File: config.mk
export PLATFORM = sky130hd
export DESIGN_NAME = neuron_trainer_param
export DESIGN_NICKNAME = d
export VERILOG_FILES = /design/src/rtl/neuron_trainer_param.sv
export SDC_FILE = /design/constraint.sdc
export NUM_CORES = 1
export LEC_CHECK = 0
export CAP_MARGIN = 20
export CORE_UTILIZATION = 45
export DETAILED_ROUTE_END_ITERATION = 12
export PLACE_DENSITY = 0.61
export SETUP_SLACK_MARGIN = 0.2
export SYNTH_ARGS = -nofsm -noshare
export SYNTH_HDL_FRONTEND = slang
export SYNTH_SLANG_ARGS = --single-unit
File: constraint.sdc
create_clock -name clk -period 18.5 [get_ports clk]
set_input_delay 4.625 -clock clk [delete_from_list [all_inputs] [get_ports clk]]
set_output_delay 4.625 -clock clk [all_outputs]
set_load 0.01 [all_outputs]
File: src/rtl/neuron_trainer_param.sv
// Perceptron training engine for NIN signed inputs with a bipolar target.
// It saturates the weights, stops at an epoch limit and takes samples over a valid/ready handshake.
module neuron_trainer_param #(
   parameter int NIN   = 2,
   parameter int XW    = 7,
   parameter int WW    = 14,
   parameter int THETA = 0,
   parameter int CW    = 16
) (
   input  logic              clk,
   input  logic              rst,
   input  logic              start,
   input  logic [CW-1:0]     nSamples,
   input  logic [CW-1:0]     maxEpochs,
   input  logic [NIN*XW-1:0] xBus,
   input  logic [1:0]        tBus,
   input  logic              sampleValid,
   output logic              readyToGetData,
   output logic [NIN*WW-1:0] W,
   output logic [WW-1:0]     Bias,
   output logic              updateState,
   output logic [CW-1:0]     epochCount,
   output logic              done,
   output logic              converged
);

   localparam int YW = WW + XW + $clog2(NIN) + 1;
   localparam int PW = WW + XW;
   localparam int SW = ((WW > XW) ? WW : XW) + 2;
   localparam logic signed [YW-1:0] TH_POS = YW'(THETA);
   localparam logic signed [YW-1:0] TH_NEG = -TH_POS;
   localparam logic signed [SW-1:0] W_MAX  = SW'((longint'(1) << (WW - 1)) - 1);
   localparam logic signed [SW-1:0] W_MIN  = ~W_MAX;

   typedef enum logic [2:0] {
      S_IDLE, S_INIT, S_WAIT, S_CALC, S_UPDATE, S_DONE
   } state_t;

   state_t state, state_next;

   logic [CW-1:0]          n_lat, max_lat, sample_cnt;
   logic [NIN*XW-1:0]      x_lat;
   logic [1:0]             t_lat;
   logic                   err_flag, upd_err, calc_err;
   logic                   last_sample, last_epoch, epoch_clean;
   logic signed [WW-1:0]   w_reg [NIN];
   logic signed [WW-1:0]   w_sat [NIN];
   logic signed [WW-1:0]   bias_reg, bias_sat;
   logic signed [YW-1:0]   yin;

   // The sum is kept one bit wider than needed so it can never wrap before clamping.
   function automatic logic signed [WW-1:0] sat_add(input logic signed [WW-1:0] a,
                                                    input logic signed [SW-1:0] d);
      logic signed [SW-1:0] s;
      s = SW'(a) + d;
      if (s > W_MAX)
         s = W_MAX;
      else if (s < W_MIN)
         s = W_MIN;
      return WW'(s);
   endfunction

   always_comb begin : mac_blk
      logic signed [XW-1:0] xi;
      logic signed [PW-1:0] prod;
      xi   = '0;
      prod = '0;
      yin  = YW'(bias_reg);
      for (int i = 0; i < NIN; i++) begin
         xi   = x_lat[i*XW +: XW];
         prod = PW'(w_reg[i]) * PW'(xi);
         yin  = yin + YW'(prod);
      end
   end

   always_comb begin
      calc_err = ((t_lat == 2'b01) && !(yin > TH_POS)) ||
                 ((t_lat == 2'b11) && !(yin < TH_NEG));
   end

   always_comb begin : upd_blk
      logic signed [XW-1:0] xs;
      logic signed [SW-1:0] xd;
      xs = '0;
      xd = '0;
      for (int i = 0; i < NIN; i++) begin
         xs       = x_lat[i*XW +: XW];
         xd       = SW'(xs);
         w_sat[i] = sat_add(w_reg[i], t_lat[1] ? -xd : xd);
      end
      bias_sat = sat_add(bias_reg, t_lat[1] ? -SW'(1) : SW'(1));
   end

   always_comb begin
      last_sample = (sample_cnt + CW'(1)) == n_lat;
      last_epoch  = (epochCount + CW'(1)) == max_lat;
      epoch_clean = !err_flag && !upd_err;
   end

   always_ff @(posedge clk) begin
      if (rst)
         state <= S_IDLE;
      else
         state <= state_next;
   end

   // The zero-length check looks at the live inputs because they are being latched this same cycle.
   always_comb begin
      state_next     = state;
      readyToGetData = (state == S_WAIT);
      updateState    = (state == S_UPDATE);
      done           = (state == S_DONE);
      case (state)
         S_IDLE:   if (start) state_next = S_INIT;
         S_INIT:   state_next = ((nSamples == '0) || (maxEpochs == '0)) ? S_DONE : S_WAIT;
         S_WAIT:   if (sampleValid) state_next = S_CALC;
         S_CALC:   state_next = S_UPDATE;
         S_UPDATE: state_next = (last_sample && (epoch_clean || last_epoch)) ? S_DONE : S_WAIT;
         S_DONE:   if (start) state_next = S_INIT;
         default:  state_next = S_IDLE;
      endcase
   end

   always_ff @(posedge clk) begin
      if (rst) begin
         for (int i = 0; i < NIN; i++) w_reg[i] <= '0;
         bias_reg   <= '0;
         sample_cnt <= '0;
         epochCount <= '0;
         err_flag   <= 1'b0;
         upd_err    <= 1'b0;
         converged  <= 1'b0;
         n_lat      <= '0;
         max_lat    <= '0;
         x_lat      <= '0;
         t_lat      <= '0;
      end else begin
         case (state)
            S_INIT: begin
               for (int i = 0; i < NIN; i++) w_reg[i] <= '0;
               bias_reg   <= '0;
               sample_cnt <= '0;
               epochCount <= '0;
               err_flag   <= 1'b0;
               converged  <= 1'b0;
               n_lat      <= nSamples;
               max_lat    <= maxEpochs;
            end
            S_WAIT: begin
               if (sampleValid) begin
                  x_lat <= xBus;
                  t_lat <= tBus;
               end
            end
            S_CALC: upd_err <= calc_err;
            S_UPDATE: begin
               if (upd_err) begin
                  for (int i = 0; i < NIN; i++) w_reg[i] <= w_sat[i];
                  bias_reg <= bias_sat;
                  err_flag <= 1'b1;
               end
               if (last_sample) begin
                  sample_cnt <= '0;
                  epochCount <= epochCount + CW'(1);
                  if (epoch_clean)
                     converged <= 1'b1;
                  else if (!last_epoch)
                     err_flag <= 1'b0;
               end else begin
                  sample_cnt <= sample_cnt + CW'(1);
               end
            end
            default: ;
         endcase
      end
   end

   always_comb begin
      W = '0;
      for (int i = 0; i < NIN; i++) W[i*WW +: WW] = w_reg[i];
      Bias = bias_reg;
   end

endmodule

==> results.toml, run 1 <==
[sta]
tns_ns = 0
hold_viol_final = 0
clock-skew-final_ns = 0.0151
max_slew_margin_pct = 30.2
whs_ns = 0.470
fmax_mhz = 141
maxSlewViolCount = 0
worstMarginPinSlew_ns = 1.04
timing.final.crit_share_pct = 38.5
rsz0062_at_grt = "no"
setup_viol = 0
post-route-min-period_ns = 7.11
fin_ws_ns = 11.39

[detailed_routing]
wl_per_cell_um = 18.5
drtIter0Drc = 1087
drtPass1Iterations = 6
vias = 14081
routed_wl_um = 46500
ant_nets = 0
drc = 0
avgViaCountPerCell = 5.61

[cells_and_area]
drive_above_1_share_pct = 3.23
nNetsFinal = 2406
area_growth_syn_to_layout_pct = 12.0
antenna_cells_inserted = 0
final_design_area_no_fill_um2 = 18700
largest_reg_flops = 28

[critical_path]
r2r-end = "upd_err"
cp_max_fo = 18
r2r-start = "x_lat[0]"
worst_ep_arrival_time_ns = 2.49
worst_ep_required_time_ns = 13.88
worstRegToRegCells = 19
cp_cell_sequence = "nor2b_1 > nand2_1 > clkinv_1 > clkdlybuf4s50_1"
crit_path_start_kind = "flip-flop"
crit_path_end_kind = "primary output"
crit_slowest_cell = "dfxtp_1"
crit_path_max_incr_delay_ns = 0.65
criticalPathCategory = "flip-flop to primary output"
reg2reg_slack_ns = 11.39

[floorplanning]
start_util_pct = 45.6
die_x_um = 194
fp-row-count = 70
dieArea_um2 = 37800
ios = 114
core_region_area_um2 = 36500
die_h_um = 194

[min_path]
whs_endpoint = "max_lat[15]"
hp-class = "flip-flop to flip-flop"
min_from = "max_lat[15]"
min_path_cells = 2

[cts]
cts_tree = "yes"
cts_sinks = 128
cts_max_level = 4
cts-resized-gates = 0
clock_path_buffers = 2
postCtsSetupBuffers = 0
worstSkewPairLatency_ns = 0.44
cts_root_buf = "clkbuf_16"
clk_pin_slew_ns = 0.06
numCtsBuffers = 17
cts_hold_buf = 0

[global_route]
grt_pass1_wl_um = 76500
track_usage_pct = 25.8
overflow = 0
antenna_found_initial = 1
first_global_vias = 14105
grt_max_degree = 44

[logic_synthesis]
synthTopCellsByArea = "fa_1, dfxtp_1, ha_1"
synth_edf_count = 28
syn_area_per_cell_um2 = 8.44
synthFlopType = "dfxtp_1"
synth.cell_area_um2 = 16700
yosys_warnings = 0
syn_inst = 1975
yosysTopAreaCellShare_pct = 25.6
ys_types = 80
synth_nets = 2350
synth-seq-cells = 128
ys_async_sr_fraction_pct = 0
seq_area_frac_synth_pct = 17.1
yosysTopAreaCell = "fa_1"

[power]
powerDensity_nw_per_um2 = 47.8
p_leak_uw = 0.00850
peakVddDrop_mv = 0.0676

[placed_design]
dp_hpwl_um = 36800
gp_congestion = 0.899
place_area_um2 = 18000
port_buffers = 113
preCtsSetupSlack_ns = 11.30

[flow_run]
max_cap_violations = 0

[outcome]
status = "completed"
==> synth_stat cells, types with 7 or more instances <==
master,instances
nand2_1,259
inv_1,256
fa_1,213
a21oi_1,117
ha_1,110
and2_1,105
o21ai_0,105
dfxtp_1,100
nor2_1,96
clkbuf_1,56
xnor2_1,49
nand2b_1,40
nor3_1,37
xor2_1,36
edfxtp_1,28
a21o_1,26
nand3_1,26
a31oi_1,24
a211oi_1,18
buf_2,18
nor4_1,17
nand4_1,16
o21a_1,16
a211o_1,15
or2_2,12
nor2b_1,11
or3_1,11
and4_1,10
and3_1,9
nor3b_1,9
nor4b_1,9
o31ai_1,8
mux2i_1,7
==> layout by cell type, fill, tap and decap left out, types with 5 or more instances in the layout <==
master / instances
nand2_1: 259
inv_1: 256
fa_1: 213
a21oi_1: 117
clkdlybuf4s50_1: 112
ha_1: 110
and2_1: 105
o21ai_0: 105
dfxtp_1: 100
nor2_1: 96
xnor2_1: 49
nand2b_1: 40
nor3_1: 36
xor2_1: 36
edfxtp_1: 28
nand3_1: 26
a21o_1: 26
a31oi_1: 24
a211oi_1: 18
clkbuf_16: 18
nor4_1: 17
o21a_1: 16
nand4_1: 16
a211o_1: 15
or2_2: 12
nor2b_1: 11
or3_1: 11
and4_1: 10
and3_1: 9
nor4b_1: 9
nor3b_1: 9
o31ai_1: 8
buf_4: 8
mux2i_1: 7
nand4b_1: 6
o211ai_1: 6
nand3b_1: 6
a21boi_0: 5
==> worst max-delay path: cells and delay by family (launching register included) <==
kind	cells	cell delay [ns]
buffers and inverters	2	0.85
flip-flops	1	0.65
AND/OR/NAND/NOR	2	0.55
==> per-layer routing <==
metal  track usage, %  share of wire, %  vias to the layer above
li1                 -                 -                     6695
met1             34.9                45                     6919
met2             42.6                48                      408
met3             4.37               5.3                       57
met4             7.03               2.1                        2
met5                0             0.017                        -
==> power by group <==
group / internal (uW) / switching, uW / total (uW)
logic: 90.0 / 120 / 210
registers: 296 / 26.0 / 322
clock network: 218 / 141 / 359
==> cell type report <==
class                           count  area (um^2)
Inverter                          257          965
Timing Repair Buffer              122         1190
Sequential cell                   128         2840
Multi-Input combinational cell   1505        12500
Fill cell                        3489        17900
Clock buffer                       21          492
Tap cell                          468          586
Clock inverter                     10          120
==> per-stage QoR <==
step | total power, uW | std cells | util [%]
6_report | 892 | 2511 | 51.1
5_1_grt | 938 | 2511 | 51.1
4_1_cts | 898 | 2510 | 51.1
3_5_place_dp | 536 | 2479 | 49.4
3_3_place_gp | 535 | 2479 | 49.4
2_1_floorplan | 459 | 1975 | -
==> cells by family after synthesis <==
group	after synthesis	synth area share (%)
buffers and inverters	342	8.13
AO/OA/AOI/OAI	397	15.0
multiplexers	8	0.488
flip-flops	128	17.1
adder cells (fa/ha/maj)	323	33.9
AND/OR/NAND/NOR	691	20.9
XOR/XNOR	86	4.60
==> how the worst max path moves through the flow <==
stage,depth (start not counted),from,slack [ns],end
after floorplan,3,rst,12.05,w_reg[0][0]
after global placement,5,rst,11.37,w_reg[0][10]
after detailed placement,5,rst,11.30,w_reg[0][5]
after CTS,4,state[2],11.41,updateState
after global routing,19,x_lat[0],10.99,upd_err
final,4,state[2],11.39,updateState
Note: power is estimated with default switching activity, not from simulation.
==> inputs of run 2 (changes only) <==
PLACE_DENSITY = 0.63   (was 0.61)
clock period = 6.1 ns   (was 18.5 ns; I/O delays follow)
==> results.toml, run 2 (synthesis results as in run 1) <==
[placed_design]
preCtsSetupSlack_ns = -0.341
dp_hpwl_um = 39500
gp_congestion = 0.942
place_area_um2 = 19200
port_buffers = 113

[global_route]
antenna_found_initial = 2
grt_max_degree = 59
grt_pass1_wl_um = 79200
first_global_vias = 14824
track_usage_pct = 26.6
overflow = 0

[sta]
clock-skew-final_ns = 0.0187
worstMarginPinSlew_ns = 1.08
post-route-min-period_ns = 6.10
max_slew_margin_pct = 27.7
tns_ns = -0.00214
maxSlewViolCount = 0
timing.final.crit_share_pct = 100
hold_viol_final = 0
fin_ws_ns = -0.00214
setup_viol = 1
fmax_mhz = 164
rsz0062_at_grt = "yes"

[power]
powerDensity_nw_per_um2 = 139
pwr-share-seq_pct = 33.4
p_clk_share_pct = 38.3
net-switching-power_uw = 937
finalPower_uw = 2830
power_frac_comb_pct = 28.2
p_leak_uw = 0.00936
swShare_pct = 33.1
peakVddDrop_mv = 0.197
p_int_uw = 1890

[critical_path]
cp_max_fo = 7
r2r-start = "w_reg[0][24]"
criticalPathCategory = "flip-flop to flip-flop"
cp_top_family = "adder cells"
crit_path_start_kind = "flip-flop"
crit_slowest_cell = "edfxtp_1"
path_buf_inv = 5
cp_common_cell = "fa_1"
worst_ep_required_time_ns = 6.49
crit_path_start = "w_reg[0][24]"
cp_cell_sequence = "nand2_1 > fa_1 > inv_1 > fa_1 > fa_1 > fa_1 > fa_1 > inv_1 > fa_1 > inv_1 > ha_4 > buf_6 > inv_1 > a221oi_2 > and4_1 > nand4_1 > a2111oi_4 > nand3_2 > nor4_2 > a41o_1"
worst_ep_arrival_time_ns = 6.49
reg2reg_slack_ns = -0.002
crit_path_end_kind = "flip-flop"
crit_path_max_incr_delay_ns = 0.60

[detailed_routing]
vias = 14736
drc = 0
wl_per_cell_um = 18.2
drtIter0Drc = 775
drtPass1Iterations = 5
ant_nets = 0
routed_wl_um = 48800
avgViaCountPerCell = 5.49

[min_path]
hp-class = "flip-flop to flip-flop"
min_from = "t_lat[0]"

[floorplanning]
ios = 114
die_x_um = 194
start_util_pct = 45.6
core_region_area_um2 = 36500
fp-row-count = 70
dieArea_um2 = 37800
die_h_um = 194

[cts]
cts_tree = "yes"
numCtsBuffers = 17
worstSkewPairLatency_ns = 0.45
cts_root_buf = "clkbuf_16"
cts_sinks = 128
cts_hold_buf = 0
cts_max_level = 4
clk_pin_slew_ns = 0.06
clock_path_buffers = 2

[cells_and_area]
layout_commonest_cell = "nand2_1"
final_design_area_no_fill_um2 = 20300
layout_common_cells = "nand2_1, inv_1, fa_1"
fin_util_pct = 55.6
nNetsFinal = 2577
largest_reg_flops = 28
drive_above_1_share_pct = 13.6
area_growth_syn_to_layout_pct = 21.9
antenna_cells_inserted = 0

[outcome]
violations = "negative setup slack"
status = "finished with violations"

[flow_run]
max_cap_violations = 0
-- run 2: changes by cell type in the layout (fill, tap and decap cells not counted), moves of 6 or more --
cell	previous run	this run
buf_4	8	167
buf_6	0	7
dfxtp_1	100	88
dfxtp_2	0	10
fa_1	213	203
fa_2	0	10
ha_1	110	99
ha_4	0	9
inv_1	256	250
nor2_1	96	90
nor2_2	0	6
-- run 2: tightest hold or removal path: stages (launching register included) --
cell and delay (ns):
dfxtp_1 0.31, nand2_1 0.05, a21oi_1 0.05
-- run 2: per-stage QoR --
step / std cells / hold WS (ns)
2_1_floorplan: 1975 / 0.436
3_3_place_gp: 2625 / 0.448
3_5_place_dp: 2625 / 0.451
4_1_cts: 2660 / 0.460
6_report: 2683 / 0.460
5_1_grt: 2683 / 0.478
-- run 2: power groups by stage --
stage | registers (uW) | clock network, uW | logic (uW)
CTS | 945 | 1090 | 766
detailed placement | 964 | 0 | 748
global route | 950 | 1130 | 888
floorplan | 955 | 0 | 440
finish | 945 | 1080 | 799
global placement | 963 | 0 | 748
-- run 2: final timing paths --
| path | depth (start not counted) | end |
|---|---|---|
| hold / removal | 2 | t_lat[0] |
| setup / recovery | 20 | upd_err |
| setup reg to reg | 20 | upd_err |
| hold reg to reg | 2 | t_lat[0] |
-- run 2: what timing repair did --
item                       4_1_cts  5_1_grt
setup endpoints to repair        1        1
pin swaps                        1       68
buffers inserted                 3       23
resized for setup               17       62
-- run 2: final cells by class --
class	instances	area, um^2
fillers	3386	16200
multi-input cells	1505	12700
flip-flops and latches	128	2860
repair buffers	293	2560
inverters	257	971
well taps	468	586
clock buffers	20	447
clock inverters	12	145
-- run 2: layer usage --
| metal | share of wire [%] | vias up | global-route usage (%) |
|---|---|---|---|
| met5 | 0.021 | - | 0 |
| met4 | 3.3 | 2 | 9.67 |
| met3 | 5.3 | 74 | 3.83 |
| met2 | 48 | 394 | 44.2 |
| met1 | 43 | 7222 | 35.0 |
| li1 | - | 7044 | - |
==> inputs of run 3 (changes only) <==
MAX_ROUTING_LAYER = met4   (was not set)
SETUP_SLACK_MARGIN = 0.5   (was 0.2)
==> results.toml, run 3 (synthesis results as in run 1) <==
[cells_and_area]
layout_commonest_cell = "nand2_1"
layout_common_cells = "nand2_1, inv_1, fa_1"
area_growth_syn_to_layout_pct = 22.6
final_design_area_no_fill_um2 = 20400
nNetsFinal = 2560
drive_above_1_share_pct = 13.6
largest_reg_flops = 28

[critical_path]
worst_ep_arrival_time_ns = 6.32
criticalPathCategory = "flip-flop to flip-flop"
crit_path_start = "w_reg[0][19]"
r2r-end = "upd_err"
critPathCapture = "upd_err"
worst_ep_required_time_ns = 6.45
worstRegToRegCells = 21
cp_max_fo = 5
crit_path_end_kind = "flip-flop"
crit_path_start_kind = "flip-flop"
r2r-start = "w_reg[0][19]"
reg2reg_slack_ns = 0.13

[sta]
max_slew_margin_pct = 40.2
whs_ns = 0.464
hold_viol_final = 0
worstMarginPinSlew_ns = 0.897
fin_ws_ns = 0.127
setup_viol = 0
post-route-min-period_ns = 5.97
timing.final.crit_share_pct = 97.9
clock-skew-final_ns = 0.0112
rsz0062_at_grt = "yes"
maxSlewViolCount = 0
fmax_mhz = 167

[cts]
clk_pin_slew_ns = 0.07
cts_tree = "yes"
worstSkewPairLatency_ns = 0.46
numCtsBuffers = 17
cts_root_buf = "clkbuf_16"
cts_sinks = 128
clock_path_buffers = 2
cts_max_level = 4

[power]
p_leak_uw = 0.00936
peakVddDrop_mv = 0.220
powerDensity_nw_per_um2 = 139

[placed_design]
port_buffers = 113
gp_congestion = 0.932
preCtsSetupSlack_ns = -0.209
place_area_um2 = 19400
dp_hpwl_um = 40900

[floorplanning]
die_x_um = 194
dieArea_um2 = 37800
core_region_area_um2 = 36500
ios = 114
fp-row-count = 70
die_h_um = 194
start_util_pct = 45.6

[detailed_routing]
drtPass1Iterations = 5
vias = 14788
routed_wl_um = 50800
drtIter0Drc = 766
wl_per_cell_um = 19.0
avgViaCountPerCell = 5.54
drc = 0
ant_nets = 0

[global_route]
grt_max_degree = 42
first_global_vias = 15037
overflow = 0
antenna_found_initial = 2
grt_pass1_wl_um = 81400
track_usage_pct = 28.7

[flow_run]
max_cap_violations = 0

[min_path]
hp-class = "flip-flop to flip-flop"

[outcome]
status = "completed"
[run 3: cell types whose count changed in the layout (fill, tap and decap cells not counted), sizes merged]
cell | previous run | this run
inv | 262 | 264
diode | 0 | 2
clkinvlp | 3 | 1
clkbuf | 20 | 17
buf | 181 | 164
clkinv | 2 | 5
[run 3: metal layers]
layer / vias up / GRT usage (%) / wire (um)
met5: - / - / 0
met1: 7267 / 34.6 / 21200
met2: 415 / 48.7 / 25300
met3: 79 / 3.68 / 2500
li1: 7027 / - / -
met4: 0 / 10.8 / 1780
[run 3: through the flow]
step / total power, uW / cells / TNS [ns] / utilization, %
final: 2840 / 2668 / 0 / 55.9
after global placement: 1730 / 2599 / -0.107 / 53.1
after global routing: 2970 / 2668 / -0.0777 / 55.9
after detailed placement: 1740 / 2599 / -0.209 / 53.1
after CTS: 2860 / 2661 / 0 / 55.8
after floorplan: 1430 / 1975 / 0 / -
[run 3: critical path, stage by stage (launching register included)]
cell and delay [ns]:
edfxtp_1 0.53, buf_6 0.19, and2_1 0.16, fa_1 0.47
inv_1 0.05, fa_1 0.53, inv_1 0.05, fa_1 0.50
fa_1 0.46, fa_1 0.56, inv_1 0.06, fa_1 0.55
inv_2 0.05, ha_4 0.27, nor2_1 0.06, o21ai_1 0.15
nand3_1 0.14, a32o_2 0.31, or2_2 0.29, a32oi_1 0.17
nor2_1 0.06, a41o_1 0.21
[run 3: worst min-delay path by stage]
stage                          from        end  slack, ns  depth (start not counted)
final                      t_lat[0]   t_lat[0]       0.46                          2
after global routing      n_lat[15]  n_lat[15]       0.48                          2
after CTS                  t_lat[0]   t_lat[0]       0.46                          2
after detailed placement   t_lat[0]   t_lat[0]       0.45                          2
after global placement     t_lat[0]   t_lat[0]       0.45                          2
after floorplan            t_lat[0]   t_lat[0]       0.44                          2
[run 3: repair_timing]
action / 4_1_cts / 5_1_grt
setup endpoints to repair: 1 / 1
pin swaps: 30 / 2
buffers inserted: 30 / 4
hold buffers: 0 / 0
gates resized for setup: 31 / 3
cloned: 0 / 0
[run 3: final cells by class]
cell class | count | area, um^2
inverters | 257 | 968
well taps | 468 | 586
clock buffers | 17 | 425
diodes | 2 | 5.00
repair buffers | 276 | 2520
flip-flops and latches | 128 | 2860
clock inverters | 15 | 173
fillers | 3309 | 16100
multi-input cells | 1505 | 12900
[run 3: power breakdown]
part	total [uW]	switching [uW]	internal, uW
sequential	949	51.4	897
combinational	808	435	373
clock	1090	472	615
total	2840	959	1890
